===== src/rtl/det_arbiter.sv =====
// det_arbiter: round-robin arbiter feeding two requesters' words serially to a shared 1101 detector
// and counting the matches in each word.
module det_arbiter #(
    parameter int WIDTH = 8,
    parameter int FLUSH = 2
) (
    input  logic                     clk,
    input  logic                     n_rst,
    input  logic                     req0_valid,
    input  logic                     req1_valid,
    input  logic [WIDTH-1:0]         req0_data,
    input  logic [WIDTH-1:0]         req1_data,
    output logic                     req0_ready,
    output logic                     req1_ready,
    output logic                     det_i,
    input  logic                     det_o,
    output logic                     res_valid,
    output logic                     res_id,
    output logic [$clog2(WIDTH):0]   res_count,
    input  logic                     res_ready
);
    localparam int CW = $clog2(WIDTH + FLUSH + 1);
    typedef enum logic [1:0] {S_IDLE, S_SHIFT, S_FLUSH, S_RESULT} state_t;
    state_t                r_state, w_next;
    logic [WIDTH-1:0]      r_word;
    logic [CW-1:0]         r_bit;
    logic                  r_last;
    logic                  r_id;
    logic [$clog2(WIDTH):0] r_count;
    logic                  w_g0, w_g1, w_grant, w_shift_end, w_flush_end;
    // r_last holds the last granted requester; the other one wins a contention
    assign w_g0        = req0_valid & (~req1_valid | r_last);
    assign w_g1        = req1_valid & (~req0_valid | ~r_last);
    assign w_grant     = (r_state == S_IDLE) & (w_g0 | w_g1);
    assign w_shift_end = r_bit == CW'(WIDTH - 1);
    assign w_flush_end = r_bit == CW'(WIDTH + FLUSH - 1);
    assign res_id      = r_id;
    assign res_count   = r_count;
    always_ff @(posedge clk or negedge n_rst) begin
        if (!n_rst) r_state <= S_IDLE;
        else        r_state <= w_next;
    end
    always_comb begin
        w_next = r_state;
        case (r_state)
            S_IDLE:   w_next = w_grant ? S_SHIFT : S_IDLE;
            S_SHIFT:  w_next = w_shift_end ? (FLUSH == 0 ? S_RESULT : S_FLUSH) : S_SHIFT;
            S_FLUSH:  w_next = w_flush_end ? S_RESULT : S_FLUSH;
            S_RESULT: w_next = res_ready ? S_IDLE : S_RESULT;
            default:  w_next = S_IDLE;
        endcase
    end
    // readies are held low while reset is asserted, even though the state already reads IDLE
    always_comb begin
        req0_ready = n_rst & (r_state == S_IDLE) & w_g0;
        req1_ready = n_rst & (r_state == S_IDLE) & w_g1;
        det_i      = (r_state == S_SHIFT) & r_word[WIDTH-1];
        res_valid  = r_state == S_RESULT;
    end
    always_ff @(posedge clk or negedge n_rst) begin
        if (!n_rst) begin
            r_word  <= '0;
            r_bit   <= '0;
            r_last  <= 1'b1;
            r_id    <= 1'b0;
            r_count <= '0;
        end else if (w_grant) begin
            r_word  <= w_g1 ? req1_data : req0_data;
            r_bit   <= '0;
            r_last  <= w_g1;
            r_id    <= w_g1;
            r_count <= '0;
        end else if (r_state == S_SHIFT || r_state == S_FLUSH) begin
            r_bit <= r_bit + CW'(1);
            if (r_state == S_SHIFT) r_word <= r_word << 1;
            if (det_o && !(&r_count)) r_count <= r_count + 1'b1;
        end
    end
endmodule


===== config.mk =====
export PLATFORM = sky130hd
export DESIGN_NAME = det_arbiter
export DESIGN_NICKNAME = d
export VERILOG_FILES = /design/src/rtl/det_arbiter.sv
export SDC_FILE = /design/constraint.sdc
export NUM_CORES = 1
export LEC_CHECK = 0
export BUFFER_PORTS_ARGS = -buffer_cell sky130_fd_sc_hd__buf_2
export CELL_PAD_IN_SITES_DETAIL_PLACEMENT = 0
export CELL_PAD_IN_SITES_GLOBAL_PLACEMENT = 2
export CORE_MARGIN = 5
export CORE_UTILIZATION = 33
export DETAILED_ROUTE_END_ITERATION = 10
export GPL_TIMING_DRIVEN = 0
export PLACE_DENSITY_LB_ADDON = 0.05
export SYNTH_ARGS = -nofsm -noshare
export SYNTH_HDL_FRONTEND = slang
export SYNTH_SLANG_ARGS = --single-unit

===== constraint.sdc =====
create_clock -name clk -period 2.65 [get_ports clk]
set_input_delay 0.3975 -clock clk [delete_from_list [all_inputs] [get_ports clk]]
set_output_delay 0.3975 -clock clk [all_outputs]
set_load 0.005 [all_outputs]

==> results of run 1 <==
-- area by class of cell --
class / count / share of cell area
Buffer: 5 / 0.0224
Clock buffer: 4 / 0.0260
Inverter: 6 / 0.0161
Multi-Input combinational cell: 85 / 0.431
Sequential cell: 20 / 0.359
Tap cell: 46 / 0.0412
Timing Repair Buffer: 29 / 0.104
-- state kept, by name, indices dropped and copies added (netlist names) --
name       flops
r_word         8
r_bit          4
res_count      4
r_state        2
r_last         1
res_id         1
-- stage by stage --
step | utilization | hold slack [ns]
finish | 0.415 | 0.0436
global route | 0.415 | 0.0701
CTS | 0.415 | 0.0460
detailed placement | 0.404 | 0.389
global placement | 0.404 | 0.395
floorplan | - | 0.102
-- cells by family after synthesis --
kind of cell	after synthesis
AND/OR/NAND/NOR	34
flip-flops	20
adder cells (fa/ha/maj)	8
AO/OA/AOI/OAI	32
buffers and inverters	11
multiplexers	6
XOR/XNOR	5
-- metal layers --
metal  vias up  share of wire  GRT usage
met3         2          0.057     0.0333
met4         0         0.0074     0.0390
met1       432           0.49      0.151
met2        20           0.45      0.175
li1        487              -          -
met5         -              0          0
-- placed cells by master (no fill, tap or decap), types with 2 or more instances in the layout --
| cell | n |
|---|---|
| sky130_fd_sc_hd__clkbuf_4 | 3 |
| sky130_fd_sc_hd__a22oi_1 | 2 |
| sky130_fd_sc_hd__a21oi_1 | 11 |
| sky130_fd_sc_hd__dfrtp_1 | 19 |
| sky130_fd_sc_hd__ha_1 | 8 |
| sky130_fd_sc_hd__xnor2_1 | 3 |
| sky130_fd_sc_hd__mux2_2 | 4 |
| sky130_fd_sc_hd__a32o_1 | 2 |
| sky130_fd_sc_hd__xor2_1 | 2 |
| sky130_fd_sc_hd__mux2i_1 | 2 |
| sky130_fd_sc_hd__o32ai_1 | 5 |
| sky130_fd_sc_hd__buf_2 | 33 |
| sky130_fd_sc_hd__inv_1 | 6 |
| sky130_fd_sc_hd__nor2b_1 | 2 |
| sky130_fd_sc_hd__nor2_1 | 15 |
| sky130_fd_sc_hd__nor3_1 | 2 |
| sky130_fd_sc_hd__nand2_1 | 6 |
-- power by group --
group / internal (mW) / total, mW / switching, mW
clock: 0.0837 / 0.175 / 0.0911
combinational: 0.288 / 0.618 / 0.330
sequential: 0.436 / 0.530 / 0.0936
-- worst max-delay path by stage --
stage / from / end / slack (ns) / depth (start not counted)
after floorplan: r_state[0] / req0_ready / 1.10 / 5
after global placement: r_state[0] / req0_ready / 0.86 / 6
after detailed placement: r_state[0] / req0_ready / 0.86 / 6
after CTS: r_state[0] / req0_ready / 0.50 / 6
after global routing: r_state[0] / req0_ready / 0.39 / 6
final: r_state[0] / req0_ready / 0.51 / 6
==> run summary, run 1 <==
The multiplexer area fraction after synthesis is 0.0562. Number of fill cells in the layout: 373. The logs give 195 for the final cell count without fillers and 39 for the number of distinct library cell variants in the gate-level netlist after synthesis. The initial core utilization came out at 0.344. For this design, the CTS-stage hold fixing added 0 buffers. The post-synthesis share of cell area spent on xor and xnor gates came out at 0.0378. The family with the most delay on the worst path is buffers and inverters. TritonCTS built the clock tree. Port buffering added 29 buffers.

At the pin with the least slew margin, the transition time is 0.486 ns. The highest attainable clock frequency came out at 468 MHz. The longest individual stage delay on the worst path works out to 0.41 ns. The worst slew slack as a fraction of its limit is 0.676. Setup repair after global routing left no endpoint under its margin.

Max-slew violation total from the final report: 0. After global routing the overflow that remains totals 0. The tools report the post-synthesis sequential area ratio as 0.434. The worst path arrival time is 1.74 ns.

The cell area that synthesis handed to floorplanning was 1160 µm². The gate count after technology mapping is 116, and the basic-gate share of the synthesized area counting and, or, nand and nor cells is 0.143. The placer congestion estimate was 0.788.

The sequential cell area was 502 µm²; the detail-routed net length per standard cell was 13.1 µm. The detailed router's first-iteration violation count is 31. The biggest area contributor in the post-synthesis netlist is sky130_fd_sc_hd__dfrtp_1. In the routed design, unresolved DRC markers number 0.

The placeable core area is 3360 µm². Share of the synthesized area in the top cell type: 0.411. 31 I/O pins were placed. The horizontal die dimension is 69.2 µm, and the post-route total power is 1.32 mW. The wire-length estimate of the detail-placed layout is 1.94 mm. The post-synthesis share of cell area spent on full adders, half adders and majority gates was 0.0865; the worst clock skew was 0.000669 ns. Across the run, the number of max-cap violations was 0. The worst hold path belongs to the class in2async. The final critical-path share of the clock period is 0.807.

The post-synthesis compound-gate area fraction was 0.197; the detailed-routing iteration count for the pre-antenna-repair pass was 4. The clock passes through at most 2 buffers. At the worst endpoint, the required time is 2.25 ns.

The pin count of the biggest net entering global routing came out at 22. Among all flip-flop cells after synthesis, the most frequent one is sky130_fd_sc_hd__dfrtp_1. The share of async-settable or async-resettable flops after synthesis was 1.00.

With fillers left out, the area of the finished cells amounts to 1400 µm². The first global-routing pass estimated 4.57 mm of wire. The combined buffer and inverter count along the critical path is 3. From bottom edge to top edge, the die measures 69.2 µm.

CTS root buffer: sky130_fd_sc_hd__clkbuf_4. Gates resized during post-CTS repair numbered 0. The number of antenna diodes in the final layout is 0. The total setup buffers inserted after CTS is 0. By area the synthesized netlist is led by sky130_fd_sc_hd__dfrtp_1, sky130_fd_sc_hd__ha_1, sky130_fd_sc_hd__nor2_1. Sorting the synthesized cells by how often they occur yields sky130_fd_sc_hd__dfrtp_1, sky130_fd_sc_hd__nor2_1, sky130_fd_sc_hd__a21oi_1, sky130_fd_sc_hd__ha_1. Clock tree synthesis found a total of 20 sinks.

The worst setup path is launched from a register. The number of enable flip-flop cells after synthesis works out to 0. The count of endpoints failing hold in the final timing report is 0, and the final critical path time including I/O delays and setup is 2.14 ns. The number of levels the H-tree was split into is 1. The launch point of the worst reg-to-reg path was r_state[0]. In this run the remaining antenna-violating nets after routing total 0. For this block, the via count after detailed routing is 941. Worst slack at placement: 0.857 ns. For this run, the post-layout net count is 180. The average instance in the mapped netlist occupies 9.98 µm². Number of antenna violations at the first check in global routing: 0. In the final layout, the multi-input gates occupy 602 µm². The tools report the nature of the critical path endpoint as a primary output. Number of placed instances with taps included: 191. The die covers 4790 µm².

Summed over all cells, the static leakage comes to 0.665 nW. Setup slack on the worst reg-to-reg path comes out at 0.99 ns. The via count of the first global-routing pass is 942.

The length in cells of the worst reg-to-reg path was 5. Most repeated library cell on the critical path: sky130_fd_sc_hd__buf_2. The clock reaches the later pin of the worst-skew pair after 0.29 ns. Combinational family with the most area after synthesis: compound AO/OA/AOI/OAI gates.

For the setup slack of the critical path after layout, the log shows 0.512 ns. The tools report the reg-to-reg endpoint as r_word[5]. Clock tree synthesis inserted a total of 3 buffers. In this run the power density over the cells is 947 nW/µm².

Traced cell by cell, the critical path runs through inv_1 -> ha_1 -> buf_2 -> nand2_1 -> nor3_1 -> buf_2. The number of nets in the synthesized netlist is 146. For the total routing resource utilization after global routing, the log shows 0.113. Proportion of layout cells with a drive suffix above 1: 0.302.

The run gives 0.419 mV as the highest ir drop seen on vdd. Most used standard cell by instance count after synthesis: sky130_fd_sc_hd__dfrtp_1. Sum of routed wire length over all layers: 2.56 mm.

Synthesis inferred 20 register bits. Along the worst path, the maximum fanout reaches 10. Once placement finished, the instance area stood at 1360 µm². Yosys printed 0 warnings.

Setup total negative slack on the finished layout was measured at 0 ns. Compared with the post-synthesis result, the final layout area differs by 20.6%. The number of setup violations in the final report is 0, and the row count is 21. CTS clock-pin slew for the worst setup and hold paths: 0.11 ns. The flow ran to the end, and the final reports show no timing, DRC or antenna violations. The class of the most critical setup path is reg2out. Dividing the detail-routed via count by the number of cells gives 4.83.

Slowest stage cell on the critical path: sky130_fd_sc_hd__dfrtp_1.
No activity file was read; power rests on OpenSTA's default activity.
==> run 2, diff against run 1 <==
--- a/config.mk
+++ b/config.mk
@@ -9,7 +9,7 @@
 export CELL_PAD_IN_SITES_DETAIL_PLACEMENT = 0
 export CELL_PAD_IN_SITES_GLOBAL_PLACEMENT = 2
 export CORE_MARGIN = 5
-export CORE_UTILIZATION = 33
+export CORE_UTILIZATION = 31
 export DETAILED_ROUTE_END_ITERATION = 10
 export GPL_TIMING_DRIVEN = 0
 export PLACE_DENSITY_LB_ADDON = 0.05
==> constraint.sdc (replaced) <==
create_clock -name clk -period 2.1 [get_ports clk]
set_input_delay 0.315 -clock clk [delete_from_list [all_inputs] [get_ports clk]]
set_output_delay 0.315 -clock clk [all_outputs]
set_load 0.005 [all_outputs]
==> run summary, run 2 (synthesis gave the netlist of run 1 again) <==
The checks that failed: negative hold slack. The horizontal die dimension is 71.1 µm (+2.7%), and the number of setup violations in the final report is 0 (unchanged). The run finished, with violations left. The cell family contributing the most delay on the critical path is buffers and inverters. The worst path arrival time was 1.58 ns (-0.16 ns). In this run the critical register-to-register path is launched from r_state[0]. Switching power summed over all nets: 668 µW (+30%).

The run gives 197 (+1.0%) as the final cell count without fillers. STA classifies the critical path endpoint as a primary output. The estimated wirelength of the detail-placed design came out at 1.97 mm (+1.5%).

The total DRC errors in the routed layout is 0 (unchanged). The signal on the critical path passes through inv_1 -> ha_2 -> buf_4 -> nand2_1 -> nor3_1 -> buf_2. Register with the most flip-flops: r_word.

The met1 usage came out at 0.132 (-0.0194). For the required time of the critical path, the log shows 1.78 ns (-0.47 ns). Derived from the worst setup path, the maximum achievable clock frequency is 529 MHz. The pin count of the biggest net entering global routing was 22 (unchanged); the final critical-path share of the clock period was 0.901. The worst slew slack as a fraction of its limit is 0.684 (+0.00784), and the sum of routed wire length over all layers is 2.57 mm (+0.12%).

The post-layout net count is 180 (unchanged). The number of placed instances with taps included was 193 (+1.0%); the die span in y was 71.1 µm (+2.7%). TritonCTS built the clock tree. Via total after detailed routing: 951 (+1.1%).

The largest individual stage delay along the critical path comes from the cell sky130_fd_sc_hd__dfrtp_1. The detailed-routing iteration count for the pre-antenna-repair pass came out at 4 (unchanged). The run gives 5060 µm² (+5.5%) as the area of the die.

The setup slack of the critical path after layout was 0.208 ns (-0.304 ns). The number of input and output port buffers inserted is 29 (unchanged). The layer with the highest usage after global routing was met2. The placer congestion estimate was 0.820 (+4.1%).

The wire length of the first global-routing pass was 4.35 mm (-5.0%). The worst setup path is launched from a register. The sum of overflow across all layers after global routing was 0 (unchanged). The max-slew violation total from the final report was 0 (unchanged); the CTS buffer count was 3 (unchanged).

For the routing usage on met2, the log shows 0.175 (+0.000289). For the worst clock skew, the log shows 0.00617 ns (+0.00550 ns). The area added between synthesis and finish was 22.9%; the number of maximum-capacitance violations was 0 (unchanged). The internal power consumption came out at 1.09 mW (+35%). The tree is rooted in a sky130_fd_sc_hd__clkbuf_8.

The count of endpoints failing hold in the final timing report was 1 (+1). The number of flip-flops under the largest register name is 8 (unchanged), and the number of levels the H-tree was split into is 1 (unchanged). The library cell used most frequently in the layout, excluding fill and tap cells, is sky130_fd_sc_hd__buf_2. The run gives 2 (unchanged) as the maximum clock path buffer count.

The class of the most critical setup path is reg2out. The worst path needs 1.89 ns of the cycle, external delays included. The combinational fraction of design power is 0.450 (-0.017), and the static leakage is 0.673 nW (+1.1%). The tools report the highest ir drop seen on vdd as 0.408 mV (-2.7%). For the antenna cell count, the log shows 0 (unchanged). The number of top-level pins was 31 (unchanged); the TritonCTS sink count was 20 (unchanged). The placeable core area is 3630 µm² (+8.0%).

The clock latency of the later-clocked register in the worst-skew pair was 0.26 ns (-0.03 ns); the proportion of layout cells with a drive suffix above 1 was 0.309 (+0.00671). The accumulated negative setup slack is 0 ns (unchanged), and the detailed router's first-iteration violation count is 21 (-32%). The CTS clock-pin slew for the worst setup and hold paths is 0.08 ns (-0.03 ns).

Total setup buffers inserted after CTS: 0 (unchanged). The combined buffer and inverter count along the critical path came out at 3 (unchanged). The relative contribution of the clock network to total power was 0.171 (+0.039); the areal power density over the cells was 1240 nW/µm² (+31%). The longest individual stage delay on the worst path works out to 0.41 ns (about the same). The switching part of the total power is 0.380 (-0.00927), and the met3 track demand over resource in global routing is 0.0440 (+0.0107).

The first element of the critical path was r_state[0]. In the layout the commonest cells are sky130_fd_sc_hd__buf_2, sky130_fd_sc_hd__dfrtp_1, sky130_fd_sc_hd__nor2_1, sky130_fd_sc_hd__a21oi_1, sky130_fd_sc_hd__ha_1. The logs give 22 (+4.8%) for the row count and 1.76 mW (+33%) for the post-route total power.

The detail-routed net length per standard cell is 13.0 µm (-0.90%), and the worst slack at placement is 0.402 ns (-0.455 ns). Setup repair after global routing left no endpoint under its margin. The number of antenna violations at the first check in global routing was 0 (unchanged). The tightest min-delay check is of the in2async type. The number of vias per cell after detailed routing came out at 4.83 (about the same).

The total routing resource utilization after global routing was 0.109 (-0.00461). The maximum fanout along the worst path is 10 (unchanged). The count of antenna-violating nets left after detailed routing was 0 (unchanged); the transition time at the pin with the least slew margin was 0.474 ns (-0.0118 ns). The run gives 940 (-0.21%) as the via count of the first global-routing pass. The share of total power in sequential cells is 0.378 (-0.023). The worst hold slack after final layout is -0.000127 ns (-0.0437 ns). The initial core utilization is 0.319 (-0.0256). The number of buffers inserted by hold repair at cts is 0 (unchanged).
-- run 2: worst paths after layout --
path / end / slack [ns] / cells past startpoint
max: req0_ready / 0.21 / 6
max reg2reg: r_word[4] / 0.40 / 6
min reg2reg: r_word[5] / 0.51 / 1
max in group asynchronous: r_last / 1.76 / 1
min: res_id / -0.0001 / 1
min in group clk: r_last / 0.31 / 2
-- run 2: timing repair --
| item | 4_1_cts | 5_1_grt |
|---|---|---|
| resized for setup | 0 | 3 |
| endpoints found under the hold margin | 0 | 0 |
| setup endpoints to repair | 0 | 1 |
-- run 2: layer usage --
| layer | routed length [µm] | share of wire |
|---|---|---|
| met1 | 1210 | 0.47 |
| met2 | 1160 | 0.45 |
| met3 | 160 | 0.062 |
| met4 | 36 | 0.014 |
| met5 | 0 | 0 |
-- run 2: power by group through the flow --
stage	logic [mW]	clock network, mW	registers, mW
after floorplan	0.594	0	0.651
after detailed placement	0.801	0	0.676
final	0.792	0.301	0.665
after global placement	0.792	0	0.669
after global routing	0.911	0.332	0.689
after CTS	0.805	0.314	0.668
-- run 2: layout make-up --
class                      instances  area [µm²]
buffer                             5        33.8
timing repair buffer              29         145
tap                               48        60.1
sequential                        20         502
fill                             399        2210
inverter                           6        22.5
clock buffer                       4        55.1
multi-input combinational         85         604
-- run 2: worst register-to-register path, delay by kind of cell, from the launching register on --
family	cells	cell delay, ns
muxes	1	0.36
adders and majority gates	1	0.31
buffers and inverters	2	0.26
DFF	1	0.38
and+or+nand+nor	2	0.28
-- run 2: through the flow --
step | instance area [µm²] | util
after global placement | 1360 | 0.375
after global routing | 1420 | 0.392
final | 1420 | 0.392
after detailed placement | 1360 | 0.375
after CTS | 1420 | 0.390
after floorplan | 1160 | -
